$ cat src/rtl/uart_rx_sampler.sv
// UART receive sampler: prescaled oversampling tick, 3-sample majority vote,
// LSB-first deserialiser with a valid/ready output register and error pulses.
module uart_rx_sampler #(
  parameter int OVERSAMPLE = 16,
  parameter int DATA_BITS  = 8,
  parameter int PRESCALE_W = 16
) (
  input  logic                  clk,
  input  logic                  rst_n,
  input  logic [PRESCALE_W-1:0] prescale,
  input  logic                  rxd_sync,
  output logic [DATA_BITS-1:0]  m_data,
  output logic                  m_valid,
  input  logic                  m_ready,
  output logic                  frame_err,
  output logic                  overrun,
  output logic                  busy
);

  localparam int H  = OVERSAMPLE / 2;
  localparam int SW = $clog2(OVERSAMPLE);
  localparam int IW = (DATA_BITS > 1) ? $clog2(DATA_BITS) : 1;

  typedef enum logic [2:0] {
    IDLE, START, DATA, STOP, BRK
  } state_t;

  state_t                 state, state_n;
  logic [PRESCALE_W-1:0]  tcnt, pre_q;
  logic                   tick;
  logic [SW-1:0]          scnt, scnt_n;
  logic [IW-1:0]          idx, idx_n;
  logic [DATA_BITS-1:0]   shreg, shreg_n;
  logic                   s1, s1_n, s2, s2_n;
  logic                   pend, pend_n;
  logic                   ferr_n;
  logic                   maj, dec, last;

  // prescale is latched on reload so a change never truncates a tick
  assign tick = (tcnt == pre_q);

  always_ff @(posedge clk or negedge rst_n) begin
    if (!rst_n) begin
      tcnt  <= '0;
      pre_q <= '0;
    end else if (tick) begin
      tcnt  <= '0;
      pre_q <= prescale;
    end else begin
      tcnt  <= tcnt + PRESCALE_W'(1);
    end
  end

  assign maj  = (s1 & s2) | (s1 & rxd_sync) | (s2 & rxd_sync);
  assign dec  = (scnt == SW'(H + 1));
  assign last = (scnt == SW'(OVERSAMPLE - 1));
  assign busy = (state != IDLE);

  always_comb begin
    state_n = state;
    scnt_n  = scnt;
    idx_n   = idx;
    shreg_n = shreg;
    s1_n    = s1;
    s2_n    = s2;
    pend_n  = 1'b0;
    ferr_n  = 1'b0;
    if (tick) begin
      scnt_n = scnt + SW'(1);
      if (scnt == SW'(H - 1)) s1_n = rxd_sync;
      if (scnt == SW'(H))     s2_n = rxd_sync;
      unique case (state)
        IDLE: begin
          scnt_n = '0;
          if (!rxd_sync) begin
            state_n = START;
            scnt_n  = SW'(1);
          end
        end
        START: begin
          if (dec && maj) begin
            state_n = IDLE;
            scnt_n  = '0;
          end else if (last) begin
            state_n = DATA;
            scnt_n  = '0;
            idx_n   = '0;
          end
        end
        DATA: begin
          if (dec) begin
            shreg_n = shreg >> 1;
            shreg_n[DATA_BITS-1] = maj;
          end
          if (last) begin
            scnt_n = '0;
            if (idx == IW'(DATA_BITS - 1))
              state_n = STOP;
            else
              idx_n = idx + IW'(1);
          end
        end
        STOP: begin
          if (dec) begin
            scnt_n = '0;
            if (maj) begin
              pend_n  = 1'b1;
              state_n = IDLE;
            end else begin
              ferr_n  = 1'b1;
              state_n = BRK;
            end
          end
        end
        BRK: begin
          scnt_n = '0;
          if (rxd_sync) state_n = IDLE;
        end
        default: begin
          state_n = IDLE;
          scnt_n  = '0;
        end
      endcase
    end
  end

  always_ff @(posedge clk or negedge rst_n) begin
    if (!rst_n) begin
      state <= IDLE;
      scnt  <= '0;
      idx   <= '0;
      shreg <= '0;
      s1    <= 1'b1;
      s2    <= 1'b1;
      pend  <= 1'b0;
    end else begin
      state <= state_n;
      scnt  <= scnt_n;
      idx   <= idx_n;
      shreg <= shreg_n;
      s1    <= s1_n;
      s2    <= s2_n;
      pend  <= pend_n;
    end
  end

  // shreg is untouched until the next frame's DATA, so deliver straight from it
  always_ff @(posedge clk or negedge rst_n) begin
    if (!rst_n) begin
      m_data    <= '0;
      m_valid   <= 1'b0;
      frame_err <= 1'b0;
      overrun   <= 1'b0;
    end else begin
      frame_err <= ferr_n;
      overrun   <= pend && m_valid && !m_ready;
      if (pend && (!m_valid || m_ready)) begin
        m_data  <= shreg;
        m_valid <= 1'b1;
      end else if (m_valid && m_ready) begin
        m_valid <= 1'b0;
      end
    end
  end

endmodule
$ cat config.mk
export PLATFORM = sky130hd
export DESIGN_NAME = uart_rx_sampler
export DESIGN_NICKNAME = d
export VERILOG_FILES = /design/src/rtl/uart_rx_sampler.sv
export SDC_FILE = /design/constraint.sdc
export NUM_CORES = 1
export LEC_CHECK = 0
export CAP_MARGIN = 20
export CORE_ASPECT_RATIO = 1.75
export CORE_MARGIN = 2
export CORE_UTILIZATION = 60
export DETAILED_ROUTE_END_ITERATION = 10
export PLACE_DENSITY = 0.86
export SYNTH_ARGS = -nofsm -noshare
export SYNTH_HDL_FRONTEND = slang
export SYNTH_SLANG_ARGS = --single-unit
$ cat constraint.sdc
create_clock -name clk -period 3.3 [get_ports clk]
set_input_delay 0.33 -clock clk [delete_from_list [all_inputs] [get_ports clk]]
set_output_delay 0.33 -clock clk [all_outputs]
set_load 0.05 [all_outputs]
==> qor.txt, run 1 <==
STATUS
----------------------------------------------------------------------------------------------------
Outcome                                                                                 finished clean

PLACED DESIGN
----------------------------------------------------------------------------------------------------
Detailed Place HPWL                                                                          3674 µm
Final RePlAce weighted congestion                                                             0.8780
Area of placed instances                                                                    3377 µm²
Port Buffers                                                                                      31
Number of placed instances with taps included                                                    330

GRT
----------------------------------------------------------------------------------------------------
Global-route wire length before repair                                                       9301 µm
Number of antenna violations at the first check in global routing                                  0
Total congestion overflow after global routing                                                     0
Via count of the first global-routing pass                                                      2066
Maximum number of pins on one net before global-route repair                                      51
Combined global-route utilization of all metal layers                                         0.2163

TIMING
----------------------------------------------------------------------------------------------------
Post-route minimum period                                                                    2313 ps
Final hold violation count                                                                         0
Maximum clock frequency                                                                   0.4324 GHz
Post-route setup TNS                                                                            0 ps
Tightest Pin Transition                                                                     492.9 ps
Setup repair after global routing missed its margin                                               no
Maximum clock skew at final layout                                                          9.086 ps
Fin. max-slew vios                                                                                 0
Max-slew headroom                                                                             0.6704
Setup-violating endpoint count in the final report                                                 0
Post-route clock period utilization                                                           0.7008

SYNTHESIS
----------------------------------------------------------------------------------------------------
Async S/R FF share, synth                                                                      1.000
Number of different library cells in the post-synthesis netlist                                   42
Sequential area share after synthesis                                                         0.5287
Average size of a mapped cell                                                              12.04 µm²
Synth Register Bits                                                                               64
Top cells by area, synth                                                                dfrtp_1 (51%), mux2_2 (14%), xnor2_1 (5.5%)
Share of the synthesized area in the top cell type                                            0.5113
Total of warnings raised by yosys                                                                  0
Cell type contributing the most total cell area after synthesis                              dfrtp_1
Number of enable flip-flop cells after synthesis                                                   0
Synthesized cell area                                                                       3034 µm²
Gate count after technology mapping                                                              252
Post-Syn Nets                                                                                    278
Ys flop type                                                                                 dfrtp_1

CLOCKING
----------------------------------------------------------------------------------------------------
TritonCTS clock tree                                                                           built
Number of cells upsized or downsized after cts                                                     0
Cts bufs inserted                                                                                  9
Worst-case clock buffer depth                                                                      2
# H-tree levels                                                                                    3
Sink count of the clock tree                                                                      64
CTS root buf                                                                                clkbuf_8
Setup Fix Bufs, Post-CTS                                                                           0
Clock-pin slew reported for the worst setup and hold paths after clock tree synthesis          70 ps
Clock insertion delay at the later pin of the skew report                                     350 ps

ROUTING
----------------------------------------------------------------------------------------------------
Routed len/inst                                                                             15.57 µm
Residual antenna-violating net count after detailed routing                                        0
Pre-Repair DR Iteration Count                                                                      6
Total wire length after detailed routing                                                     5418 µm
Iteration-0 DRC Markers                                                                           36
# DRC                                                                                              0
Number of vias in the routed layout                                                             2028
Number of vias per cell after detailed routing                                                 5.828

CRITICAL PATH
----------------------------------------------------------------------------------------------------
Startpoint kind of the worst setup timing path                                              register
Worst endpoint required time                                                                 2970 ps
Critical Setup Path Class                                                                    reg2out
Capturing element type of the critical path                                              output port
Worst EP arrival                                                                             1980 ps
Maximum fanout along the worst path                                                                9

POWER
----------------------------------------------------------------------------------------------------
Overall power consumption                                                                   1.791 mW
Power density over cell area                                                            490.4 nW/µm²
IR Drop Worst-Case VDD                                                                     0.4889 mV
Standby leakage power                                                                       1.676 nW

FINAL LAYOUT
----------------------------------------------------------------------------------------------------
Share of layout cells above drive strength 1                                                  0.2143
Post-layout nets                                                                                 315
Most common library cell in the layout ignoring fill and taps                                dfrtp_1
Commonest cells after routing, fill and taps aside                                      dfrtp_1 (62), mux2_2 (37), clkdlybuf4s50_1 (30)
Post-Layout Cell Count                                                                           348
Area growth from synthesis to layout                                                          20.33%
Number of antenna repair diodes                                                                    0
Final Instance Area                                                                         3651 µm²
Number of filler cells placed in the layout                                                      322

DIE
----------------------------------------------------------------------------------------------------
Total I/O pin count                                                                               32
Overall die area                                                                            5664 µm²
Starting density of the core                                                                  0.6149
Core footprint                                                                              4935 µm²
Chip Height                                                                                 98.07 µm
Horizontal die dimension                                                                    57.76 µm
Standard-cell rows                                                                                34

MIN PATH
----------------------------------------------------------------------------------------------------
Class of the tightest hold or removal check                                                 in2async

JOB
----------------------------------------------------------------------------------------------------
Maximum capacitance violations                                                                     0

## flip-flops by register name, indices dropped and copies added, names as in the netlist
name,flops
s1,1
shreg,8
m_valid,1
overrun,1
idx,3
scnt,4
state,3
m_data,8
pend,1
s2,1
pre_q,16
frame_err,1
tcnt,16
## cell usage after synthesis, types with 4 or more instances
cell,count
inv_1,6
nand4_1,6
xor2_1,12
mux2_2,37
ha_1,6
dfrtp_1,62
o21ai_0,4
and4_1,4
xnor2_1,19
nand3_1,11
buf_4,4
nor2_1,23
clkbuf_1,4
and3_1,8
nand2b_1,4
nand2_1,8
## cell families (layout without fill, tap and decap cells)
| kind of cell | Yosys count | count (layout) | share of synthesized area |
|---|---|---|---|
| adders and majority gates | 7 | 7 | 0.02804 |
| buffers and inverters | 16 | 58 | 0.02763 |
| DFF | 64 | 64 | 0.5287 |
| xor gates and xnor gates | 31 | 31 | 0.08948 |
| muxes | 39 | 39 | 0.1443 |
| and+or+nand+nor | 78 | 78 | 0.1414 |
| AOI/OAI and AO/OA | 17 | 17 | 0.04041 |
## final timing paths
kind                       depth (start not counted)  slack (ps)                 start                   end
setup reg to reg                                   6        1120     tcnt[9]$_DFF_PN0_    idx[1]$_DFFE_PN0P_
hold / removal                                     2         390                 rst_n   scnt[0]$_DFFE_PN0N_
hold reg to reg                                    2         480        pend$_DFF_PN0_   m_valid$_DFFE_PN0P_
min in group clk                                   2         480        pend$_DFF_PN0_   m_valid$_DFFE_PN0P_
setup / recovery                                   3         990  state[2]$_DFFE_PN0P_                  busy
max in group asynchronous                          4        2160                 rst_n  pre_q[8]$_DFFE_PN0N_
## layer usage
layer,up-vias,GRT usage,part of all wire
met1,1018,0.2462,0.40
met2,43,0.3645,0.54
li1,954,-,-
met4,0,0.1306,0.026
met3,13,0.04106,0.028
met5,-,0,0
## cell type report
| class | instances | area, µm² | share of cell area |
|---|---|---|---|
| Tap cell | 54 | 67.56 | 0.01851 |
| Clock buffer | 9 | 123.9 | 0.03393 |
| Clock inverter | 7 | 120.1 | 0.03290 |
| Inverter | 6 | 22.52 | 0.006169 |
| Sequential cell | 64 | 1604 | 0.4393 |
| Multi-Input combinational cell | 172 | 1355 | 0.3711 |
| Timing Repair Buffer | 36 | 357.8 | 0.09801 |
## where the power goes
part	internal [mW]	total (mW)	switching [mW]
clock network	0.502	0.811	0.308
logic	0.0698	0.121	0.0515
registers	0.818	0.859	0.0403
## worst max-delay path, stage by stage, from the launching register on
cell and delay, ps:
dfrtp_1 500, nor2_1 290, nand2_1 130, clkdlybuf4s50_1 710
## stage by stage
stage,hold slack (ps),setup WS (ps),utilization
6_report,389.6,987.3,0.7399
5_1_grt,407.2,918.1,0.7399
4_1_cts,208.5,984.9,0.7338
3_5_place_dp,453.5,1048,0.6843
3_3_place_gp,444.9,1091,0.6843
2_1_floorplan,34.41,1471,-
## what timing repair did
action | 4_1_cts | 5_1_grt
hold endpoints to repair | 0 | 8
hold buffers | 0 | 1
endpoints found under the setup margin | 0 | 0
No activity file was read; power rests on OpenSTA's default activity.
==> inputs of run 2 (changes only) <==
--- a/config.mk
+++ b/config.mk
@@ -8,9 +8,9 @@
 export CAP_MARGIN = 20
 export CORE_ASPECT_RATIO = 1.75
 export CORE_MARGIN = 2
-export CORE_UTILIZATION = 60
+export CORE_UTILIZATION = 51
 export DETAILED_ROUTE_END_ITERATION = 10
-export PLACE_DENSITY = 0.86
+export PLACE_DENSITY = 0.78
 export SYNTH_ARGS = -nofsm -noshare
 export SYNTH_HDL_FRONTEND = slang
 export SYNTH_SLANG_ARGS = --single-unit
==> constraint.sdc (replaced) <==
create_clock -name clk -period 1.85 [get_ports clk]
set_input_delay 0.185 -clock clk [delete_from_list [all_inputs] [get_ports clk]]
set_output_delay 0.185 -clock clk [all_outputs]
set_load 0.05 [all_outputs]
==> run 2 against run 1 <==
Against the previous run:
- the flow now finishes with violations (negative setup slack)
- total power up 64%
- worst hold slack worse by 14 ps
- die area up 17%
- clock power up 38%
- setup slack worse by 1100 ps
- register-to-register slack worse by 1300 ps
- first-iteration DRC count rose to 3.4 times the previous value
- critical path type is now reg2reg
- largest power group unchanged
==> qor.txt, run 2 (same netlist as run 1, synthesis figures left out) <==
STATUS
----------------------------------------------------------------------------------------------------
Outcome                                                                                 finished with violations
Violated checks                                                                         negative setup slack

TIMING
----------------------------------------------------------------------------------------------------
Maximum clock skew at final layout                                                          7.248 ps   -1.838 ps
Post-route minimum period                                                                    2010 ps
Max-slew headroom                                                                             0.6712   +0.0007850
Fin. max-slew vios                                                                                 0   unchanged
Post-route setup TNS                                                                        -3443 ps   -3443 ps
Maximum clock frequency                                                                   0.4974 GHz
Post-route clock period utilization                                                            1.087
Final hold violation count                                                                         0   unchanged
Setup repair after global routing missed its margin                                              yes
Setup slack of the critical path after layout                                              -160.3 ps   -1148 ps
Setup-violating endpoint count in the final report                                                34   +34
Tightest Pin Transition                                                                     491.7 ps   -1.174 ps

DIE
----------------------------------------------------------------------------------------------------
Total I/O pin count                                                                               32   unchanged
Overall die area                                                                            6607 µm²   +17%
Core footprint                                                                              5833 µm²   +18%
Starting density of the core                                                                  0.5202   -0.09469
Horizontal die dimension                                                                    62.31 µm   +7.9%
Chip Height                                                                                 106.0 µm   +8.1%
Standard-cell rows                                                                                37   +8.8%

CRITICAL PATH
----------------------------------------------------------------------------------------------------
Startpoint kind of the worst setup timing path                                              register
Worst endpoint required time                                                                 2080 ps   -890 ps
Critical Setup Path Class                                                                    reg2reg
Maximum fanout along the worst path                                                                7   -2
Capturing element type of the critical path                                                 register
Worst EP arrival                                                                             2240 ps   +260 ps

FINAL LAYOUT
----------------------------------------------------------------------------------------------------
Post-layout nets                                                                                 347   +10%
Most common library cell in the layout ignoring fill and taps                                dfrtp_1
Area growth from synthesis to layout                                                          33.86%
Number of antenna repair diodes                                                                    0   unchanged
Commonest cells after routing, fill and taps aside                                      dfrtp_1 (62), clkdlybuf4s50_1 (29), buf_4 (28)
Post-Layout Cell Count                                                                           404   +16%
Largest registers                                                                       pre_q x16, tcnt x16
Share of layout cells above drive strength 1                                                  0.3190   +0.1047
Final Instance Area                                                                         4061 µm²   +11%

ROUTING
----------------------------------------------------------------------------------------------------
# DRC                                                                                              0   unchanged
Residual antenna-violating net count after detailed routing                                        0   unchanged
Total wire length after detailed routing                                                     6317 µm   +17%
Number of vias in the routed layout                                                             2159   +6.5%
Routed len/inst                                                                             15.64 µm   +0.43%
Iteration-0 DRC Markers                                                                          121   +240%
Pre-Repair DR Iteration Count                                                                      4   -2
Number of vias per cell after detailed routing                                                 5.344   -8.3%

MIN PATH
----------------------------------------------------------------------------------------------------
Class of the tightest hold or removal check                                                 in2async

CLOCKING
----------------------------------------------------------------------------------------------------
Clock insertion delay at the later pin of the skew report                                     350 ps   about the same
Worst-case clock buffer depth                                                                      2   unchanged
Cts bufs inserted                                                                                  9   unchanged
Sink count of the clock tree                                                                      64   unchanged
TritonCTS clock tree                                                                           built
Clock-pin slew reported for the worst setup and hold paths after clock tree synthesis          70 ps   about the same
CTS root buf                                                                                clkbuf_8
# H-tree levels                                                                                    3   unchanged

PLACED DESIGN
----------------------------------------------------------------------------------------------------
Final RePlAce weighted congestion                                                             0.8728   -0.59%
Port Buffers                                                                                      31   unchanged
Worst slack, placed                                                                        -208.0 ps   -1256 ps
Detailed Place HPWL                                                                          4057 µm   +10%
Area of placed instances                                                                    3605 µm²   +6.7%
Number of placed instances with taps included                                                    379   +15%

GRT
----------------------------------------------------------------------------------------------------
Via count of the first global-routing pass                                                      2323   +12%
Combined global-route utilization of all metal layers                                         0.1973   -0.01899
Global-route wire length before repair                                                       9894 µm   +6.4%
Total congestion overflow after global routing                                                     0   unchanged
Number of antenna violations at the first check in global routing                                  0   unchanged
Maximum number of pins on one net before global-route repair                                      65   +27%

POWER
----------------------------------------------------------------------------------------------------
Power density over cell area                                                            725.2 nW/µm²   +48%
Standby leakage power                                                                       1.898 nW   +13%
IR Drop Worst-Case VDD                                                                     0.6288 mV   +29%
Overall power consumption                                                                   2.945 mW   +64%

JOB
----------------------------------------------------------------------------------------------------
Maximum capacitance violations                                                                     0   unchanged

-- run 2: what timing repair did --
action	4_1_cts	5_1_grt
gates resized for setup	16	29
endpoints found under the setup margin	34	38
hold buffers	1	0
buffers inserted	3	3
hold endpoints to repair	62	0
pin swaps	7	4
gates cloned	0	2
-- run 2: power breakdown --
part	internal [mW]	total, mW	switching, mW
clock	0.616	1.12	0.507
sequential	1.46	1.50	0.0430
combinational	0.184	0.318	0.134
total	2.26	2.95	0.684
-- run 2: path summary, 6_finish.rpt --
path,endpoint,startpoint,depth (start not counted),slack [ps]
max in group asynchronous,s1$_DFFE_PN1P_,rst_n,3,1180
setup reg to reg,idx[2]$_DFFE_PN0P_,pre_q[12]$_DFFE_PN0N_,6,-160
hold / removal,pre_q[5]$_DFFE_PN0N_,rst_n,3,380
min in group clk,pre_q[8]$_DFFE_PN0N_,prescale[8],2,450
hold reg to reg,m_valid$_DFFE_PN0P_,pend$_DFF_PN0_,2,470
setup / recovery,idx[2]$_DFFE_PN0P_,pre_q[12]$_DFFE_PN0N_,6,-160
-- run 2: metrics by stage --
step	utilization	hold slack, ps
4_1_cts	0.6647	374.5
6_report	0.6963	375.9
3_3_place_gp	0.6180	221.8
2_1_floorplan	-	-110.6
3_5_place_dp	0.6180	223.3
5_1_grt	0.6963	416.9
-- run 2: critical path: stages (launching register included) --
cell and delay [ps]:
dfrtp_1 390, xnor2_1 170, nand4_1 200, nor4_4 380
buf_6 180, and4_4 250, mux2_4 300
-- run 2: final cells by class --
cell class / instances / area [µm²]
Timing Repair Buffer: 68 / 661.9
Inverter: 6 / 22.52
Clock buffer: 12 / 135.1
Multi-Input combinational cell: 172 / 1495
Clock inverter: 4 / 45.04
Tap cell: 78 / 97.59
Sequential cell: 64 / 1604
Fill cell: 440 / 1772
-- run 2: routing by layer --
layer,wire [µm],track usage
met1,2345,0.1920
met4,312,0.1889
met5,0,0
met3,186,0.04233
met2,3473,0.3393
==> inputs of run 3 (changes only) <==
--- a/config.mk
+++ b/config.mk
@@ -10,6 +10,7 @@
 export CORE_MARGIN = 2
 export CORE_UTILIZATION = 51
 export DETAILED_ROUTE_END_ITERATION = 10
+export HOLD_SLACK_MARGIN = 0.1
 export PLACE_DENSITY = 0.78
 export SYNTH_ARGS = -nofsm -noshare
 export SYNTH_HDL_FRONTEND = slang
==> results of run 3 <==
No change in the layout: final DEF, timing and power equal those of run 2.
